===== src/rtl/exu_wb_arbiter_pkg.sv =====
// Shared widths, source indices and round-robin helpers for the execute-unit write-back arbiter.
package exu_wb_arbiter_pkg;

    localparam int REG_ADDR_WIDTH = 5;
    localparam int REG_DATA_WIDTH = 32;
    localparam int WB_SRC_NUM     = 3;

    localparam logic WRITE_ENABLE  = 1'b1;
    localparam logic WRITE_DISABLE = 1'b0;

    typedef enum logic [1:0] {
        SRC_LSU = 2'd0,
        SRC_CSR = 2'd1,
        SRC_MD  = 2'd2
    } wb_src_e;

    // Reduce a small sum (at most 4) modulo the number of sources.
    function automatic logic [1:0] rr_wrap(input logic [2:0] sum);
        return (sum >= 3'd3) ? 2'(sum - 3'd3) : sum[1:0];
    endfunction

    function automatic logic [1:0] rr_next(input logic [1:0] idx);
        return rr_wrap({1'b0, idx} + 3'd1);
    endfunction

endpackage


===== src/rtl/exu_wb_arbiter_rr.sv =====
// Three-requester round-robin arbiter: search starts at the pointer, pointer moves past each winner.
module wb_rr_arb
    import exu_wb_arbiter_pkg::*;
(
    input  logic                  clk,
    input  logic                  rst,
    input  logic                  en,
    input  logic [WB_SRC_NUM-1:0] req,
    output logic [WB_SRC_NUM-1:0] gnt
);

    logic [1:0] ptr_reg;
    logic [1:0] ptr_next;
    logic [1:0] order_idx [WB_SRC_NUM];

    genvar gi;
    generate
        for (gi = 0; gi < WB_SRC_NUM; gi++) begin : g_order
            assign order_idx[gi] = rr_wrap({1'b0, ptr_reg} + 3'(gi));
        end
    endgenerate

    always_comb begin
        logic found;
        gnt      = '0;
        ptr_next = ptr_reg;
        found    = 1'b0;
        for (int k = 0; k < WB_SRC_NUM; k++) begin
            if (!found && en && req[order_idx[k]]) begin
                gnt[order_idx[k]] = 1'b1;
                ptr_next          = rr_next(order_idx[k]);
                found             = 1'b1;
            end
        end
    end

    always_ff @(posedge clk or posedge rst) begin
        if (rst) begin
            ptr_reg <= 2'd0;
        end else begin
            ptr_reg <= ptr_next;
        end
    end

endmodule


===== src/rtl/exu_wb_arbiter.sv =====
// Write-back arbiter: ALU has fixed priority, LSU/CSR/MD share the port round-robin, and a
// starvation counter stalls ALU issue so pending multi-cycle results always drain.
module exu_wb_arbiter
    import exu_wb_arbiter_pkg::*;
#(
    parameter int STARVE_LIMIT = 4
) (
    input  logic                      clk,
    input  logic                      rst,
    input  logic                      alu_reg_we_i,
    input  logic [REG_ADDR_WIDTH-1:0] alu_reg_waddr_i,
    input  logic [REG_DATA_WIDTH-1:0] alu_result_i,
    output logic                      alu_stall_o,
    input  logic                      lsu_valid_i,
    input  logic [REG_ADDR_WIDTH-1:0] lsu_waddr_i,
    input  logic [REG_DATA_WIDTH-1:0] lsu_wdata_i,
    output logic                      lsu_ready_o,
    input  logic                      csr_valid_i,
    input  logic [REG_ADDR_WIDTH-1:0] csr_waddr_i,
    input  logic [REG_DATA_WIDTH-1:0] csr_wdata_i,
    output logic                      csr_ready_o,
    input  logic                      md_valid_i,
    input  logic [REG_ADDR_WIDTH-1:0] md_waddr_i,
    input  logic [REG_DATA_WIDTH-1:0] md_wdata_i,
    output logic                      md_ready_o,
    output logic                      reg_we_o,
    output logic [REG_ADDR_WIDTH-1:0] reg_waddr_o,
    output logic [REG_DATA_WIDTH-1:0] reg_wdata_o
);

    localparam logic [3:0] STARVE_MAX = 4'(STARVE_LIMIT);

    logic [WB_SRC_NUM-1:0]     src_valid;
    logic [WB_SRC_NUM-1:0]     src_gnt;
    logic [REG_ADDR_WIDTH-1:0] src_waddr [WB_SRC_NUM];
    logic [REG_DATA_WIDTH-1:0] src_wdata [WB_SRC_NUM];

    logic [3:0]                starve_cnt_reg;
    logic [3:0]                starve_cnt_next;
    logic                      any_src;
    logic                      alu_gnt;
    logic                      granted;
    logic [REG_ADDR_WIDTH-1:0] sel_waddr;
    logic [REG_DATA_WIDTH-1:0] sel_wdata;

    assign src_valid = {md_valid_i, csr_valid_i, lsu_valid_i};
    assign src_waddr[SRC_LSU] = lsu_waddr_i;
    assign src_waddr[SRC_CSR] = csr_waddr_i;
    assign src_waddr[SRC_MD]  = md_waddr_i;
    assign src_wdata[SRC_LSU] = lsu_wdata_i;
    assign src_wdata[SRC_CSR] = csr_wdata_i;
    assign src_wdata[SRC_MD]  = md_wdata_i;

    assign any_src     = |src_valid;
    assign alu_stall_o = (starve_cnt_reg == STARVE_MAX) && any_src;
    // No handshakes while reset is held, so sources keep their results until it is released.
    assign alu_gnt     = alu_reg_we_i && !alu_stall_o && !rst;

    wb_rr_arb u_rr_arb (
        .clk (clk),
        .rst (rst),
        .en  (!alu_gnt && !rst),
        .req (src_valid),
        .gnt (src_gnt)
    );

    assign lsu_ready_o = src_gnt[SRC_LSU];
    assign csr_ready_o = src_gnt[SRC_CSR];
    assign md_ready_o  = src_gnt[SRC_MD];
    assign granted     = alu_gnt || (|src_gnt);

    always_comb begin
        sel_waddr = alu_reg_waddr_i;
        sel_wdata = alu_result_i;
        for (int i = 0; i < WB_SRC_NUM; i++) begin
            if (src_gnt[i]) begin
                sel_waddr = src_waddr[i];
                sel_wdata = src_wdata[i];
            end
        end
    end

    // Counts ALU wins over a waiting source; any other cycle means the sources are not starving.
    always_comb begin
        starve_cnt_next = 4'd0;
        if (alu_gnt && any_src) begin
            starve_cnt_next = (starve_cnt_reg == STARVE_MAX) ? starve_cnt_reg
                                                             : starve_cnt_reg + 4'd1;
        end
    end

    always_ff @(posedge clk or posedge rst) begin
        if (rst) begin
            starve_cnt_reg <= 4'd0;
            reg_we_o       <= WRITE_DISABLE;
            reg_waddr_o    <= '0;
            reg_wdata_o    <= '0;
        end else begin
            starve_cnt_reg <= starve_cnt_next;
            reg_we_o       <= (granted && (sel_waddr != '0)) ? WRITE_ENABLE : WRITE_DISABLE;
            if (granted) begin
                reg_waddr_o <= sel_waddr;
                reg_wdata_o <= sel_wdata;
            end
        end
    end

endmodule


===== config.mk =====
export PLATFORM = sky130hd
export DESIGN_NAME = exu_wb_arbiter
export DESIGN_NICKNAME = d
export VERILOG_FILES = /design/src/rtl/exu_wb_arbiter_pkg.sv /design/src/rtl/exu_wb_arbiter_rr.sv /design/src/rtl/exu_wb_arbiter.sv
export SDC_FILE = /design/constraint.sdc
export NUM_CORES = 1
export LEC_CHECK = 0
export ABC_AREA = 1
export ABC_CLOCK_PERIOD_IN_PS = 3600
export BUFFER_PORTS_ARGS = -buffer_cell sky130_fd_sc_hd__buf_2
export CORE_UTILIZATION = 44
export CTS_BUF_LIST = sky130_fd_sc_hd__clkbuf_16
export DETAILED_ROUTE_END_ITERATION = 6
export GPL_TIMING_DRIVEN = 0
export PLACE_DENSITY = 0.79
export SYNTH_ARGS = -nofsm -noshare
export SYNTH_HDL_FRONTEND = slang
export SYNTH_HIERARCHICAL = 1
export SYNTH_SLANG_ARGS = --single-unit
export TNS_END_PERCENT = 1

===== constraint.sdc =====
create_clock -name clk -period 3.6 [get_ports clk]
set_input_delay 0.18 -clock clk [delete_from_list [all_inputs] [get_ports clk]]
set_output_delay 0.18 -clock clk [all_outputs]
set_load 0.1 [all_outputs]

==> out/qor.csv <==
stage;metric;value;unit
cts;cts bufs inserted;5;
cells_and_area;Area growth, synth to finish;41.2;%
cts;post-cts resize count;0;
sta;clock skew;6.89;ps
cells_and_area;final core occ;65.1;%
sta;Final Setup Violations;0;
sta;Max Clk Rate;303;MHz
detailed_routing;post-route ant nets;0;
place;Buffers on Ports;195;
grt;vias in the first global route;3550;
floorplanning;Initial Utilization;46.1;%
logic_synthesis;Avg Inst Size Synth;7.00;µm²
floorplanning;Die Footprint;7540;µm²
pwr;Clock power frac;9.9;%
logic_synthesis;cell taking the most area after synthesis;dfrtp_1;
detailed_routing;via count;3948;
worst_setup_path;WP data required;3820;ps
logic_synthesis;#FFs+latches synth;44;
logic_synthesis;synthesized area;3160;µm²
worst_setup_path;crit start category;register;
logic_synthesis;Mapped Cells;452;
floorplanning;site row count;30;
pwr;pwr dens;1150;nW/µm²
logic_synthesis;Seq/Total Area, Yosys;34.8;%
cells_and_area;Largest register FFs;32;
detailed_routing;Via-to-Cell Ratio;5.25;
sta;RSZ-0062 raised after global routing;no;
sta;Max Slew Vio Count;0;
pwr;Comb pwr share;73.3;%
grt;first-pass GRT wire length;16.6;mm
cts;clk sinks;44;
detailed_routing;Avg WL per Cell;14.7;µm
cts;Longest Clk Path Bufs;2;
pwr;P_leak;2.50;nW
cells_and_area;n_diodes;0;
pwr;sw power;0.00324;W
pwr;internal power;0.00190;W
cts;Root Driver;clkbuf_16;
worst_setup_path;crit path capture type;register;
grt;largest net degree at the start of global routing;45;
grt;total grt overflow;0;
worst_setup_path;CP Class;register to register;
floorplanning;# IOs;196;
logic_synthesis;Area contributors post-synth;dfrtp_1 (35%), nand2_1 (14%), nor2_1 (9.0%);
sta;fin crit share;91.6;%
worst_setup_path;Crit Path Max Fanout;10;
worst_setup_path;RR Startpoint;starve_cnt_reg[0];
worst_setup_path;flop-to-flop setup slack;300;ps
grt;GRT Util Overall;28.9;%
sta;worst slew pin tran;909;ps
sta;minimum clock period after layout;3300;ps
pwr;sequential share of power;16.8;%
worst_setup_path;reg2reg end;reg_wdata_o[26];
worst_setup_path;Arr. time, crit path;3510;ps
min_path;Hold Crit Depth;5;
floorplanning;Die W;86.8;µm
pwr;worst vdd ir;622;µV
logic_synthesis;synth warn;6;
floorplanning;chip height;86.8;µm
logic_synthesis;Mapped Nets;612;
sta;slew margin rel.;39.3;%
detailed_routing;WL final;11.0;mm
sta;final hold violations;0;
grt;antenna violations before repair;0;
pwr;Sw Share;63.1;%
worst_setup_path;worst reg-to-reg path cell count;19;
detailed_routing;Initial DRC Count;203;
cts;Worst-Skew Late Latency;280;ps
min_path;Hold WC Path Type;primary input to register;
detailed_routing;drt pass-1 iters;5;
cts;H-tree depth;2;
place;Detailed Place HPWL;8.67;mm
cts;CTS clk-pin slew, worst paths;60;ps
logic_synthesis;Synth top area share;34.8;%
cells_and_area;layout cells sized above 1;37.0;%
cells_and_area;Nets;815;
detailed_routing;Post-route DRC;0;
job;Max-cap violations;0;
min_path;Hold EP;reg_wdata_o[30];
cts;CTS tree;yes;
place;GP Congestion;0.896;
sta;hold slack;224;ps
min_path;Min-Delay Startpoint;csr_wdata_i[30];
cells_and_area;fillers;639;
floorplanning;core area;6870;µm²
logic_synthesis;Distinct cells, synth;35;
outcome;outcome;finished clean;
[power groups by stage]
| stage | clock network (W) | registers, W | logic [W] |
|---|---|---|---|
| 2_1_floorplan | 0 | 0.00237 | 0.00149 |
| 3_3_place_gp | 0 | 0.000858 | 0.00370 |
| 3_5_place_dp | 0 | 0.000865 | 0.00376 |
| 4_1_cts | 0.000511 | 0.000860 | 0.00377 |
| 5_1_grt | 0.000536 | 0.000887 | 0.00402 |
| 6_report | 0.000509 | 0.000865 | 0.00377 |
[cell type report]
type	instances	area, µm²	area share [%]
multi-input cells	347	1800	40.2
clock buffers	5	125	2.80
flip-flops and latches	44	1100	24.6
inverters	33	128	2.86
clock inverters	3	37.5	0.840
plain buffers	28	174	3.89
well taps	96	120	2.69
repair buffers	196	986	22.1
[per-stage QoR]
| stage | power, W | std cells | setup TNS (ps) | area [µm²] | setup slack [ps] |
|---|---|---|---|---|---|
| after detailed placement | 0.00463 | 743 | 0 | 4300 | 363 |
| after CTS | 0.00514 | 752 | 0 | 4470 | 334 |
| after global routing | 0.00544 | 752 | 0 | 4470 | 13.4 |
| final | 0.00514 | 752 | 0 | 4470 | 304 |
| after floorplan | 0.00386 | 452 | -27680 | 3200 | -764 |
| after global placement | 0.00455 | 743 | 0 | 4300 | 366 |
[cell usage after synthesis, drive strengths merged]
| library cell | number |
|---|---|
| nand2 | 121 |
| nor2 | 83 |
| nand3 | 50 |
| dfrtp | 44 |
| inv | 33 |
| a22oi | 32 |
| o31ai | 24 |
| buf | 21 |
| o21ai | 18 |
| clkbuf | 7 |
| ha | 6 |
| a21oi | 3 |
| nand4 | 3 |
| o211ai | 1 |
| o21a | 1 |
| o21bai | 1 |
| o22ai | 1 |
| or2 | 1 |
| xnor2 | 1 |
| xor2 | 1 |
[per-layer routing]
layer  track usage (%)  part of all wire (%)
met1              35.9                    42
met2              51.1                    50
met3              5.24                   6.1
met4              8.03                   1.8
met5                 0                     0
[cells in the final DEF (no fill, tap or decap), drive strengths merged, types with 2 or more instances in the layout]
cell,instances
nand2,121
nand4,3
inv,32
dfrtp,44
a21oi,3
ha,6
buf,216
nor2,83
clkbuf,12
nand3,50
o31ai,24
clkinv,2
a22oi,32
o21ai,18
[cell families after synthesis]
logic type / synth area share [%]
XOR/XNOR: 0.554
AND/OR/NAND/NOR: 35.7
buffers and inverters: 8.82
flip-flops: 34.8
AO/OA/AOI/OAI: 17.8
adder cells (fa/ha/maj): 2.37
[critical path, cell delays in order (launching register included)]
cell	delay, ps
dfrtp_1	400
inv_1	70
ha_1	130
nand2_1	50
nor2_1	90
nand2_1	110
clkinvlp_4	100
nor2_2	40
nor2_2	210
nand2_1	120
nor2_4	140
nand2_4	90
nand4_1	110
o211ai_1	300
nor2_4	220
clkbuf_1	510
o21ai_0	180
o21ai_1	230
nand2_1	70
nand2_1	60
[how the worst max path moves through the flow]
| stage | startpoint | end | slack, ps | cells after the start |
|---|---|---|---|---|
| 2_1_floorplan | starve_cnt_reg[0] | reg_wdata_o[0] | -760 | 17 |
| 3_3_place_gp | starve_cnt_reg[0] | reg_wdata_o[26] | 370 | 19 |
| 3_5_place_dp | starve_cnt_reg[0] | reg_wdata_o[26] | 360 | 19 |
| 4_1_cts | starve_cnt_reg[0] | reg_wdata_o[26] | 330 | 19 |
| 5_1_grt | starve_cnt_reg[0] | reg_wdata_o[26] | 10 | 19 |
| 6_report | starve_cnt_reg[0] | reg_wdata_o[26] | 300 | 19 |
[timing repair]
item / 4_1_cts / 5_1_grt
setup buffers: 0 / 0
endpoints found under the hold margin: 2 / 0
hold buffers: 1 / 0
Power figures use the tool's default switching activity.
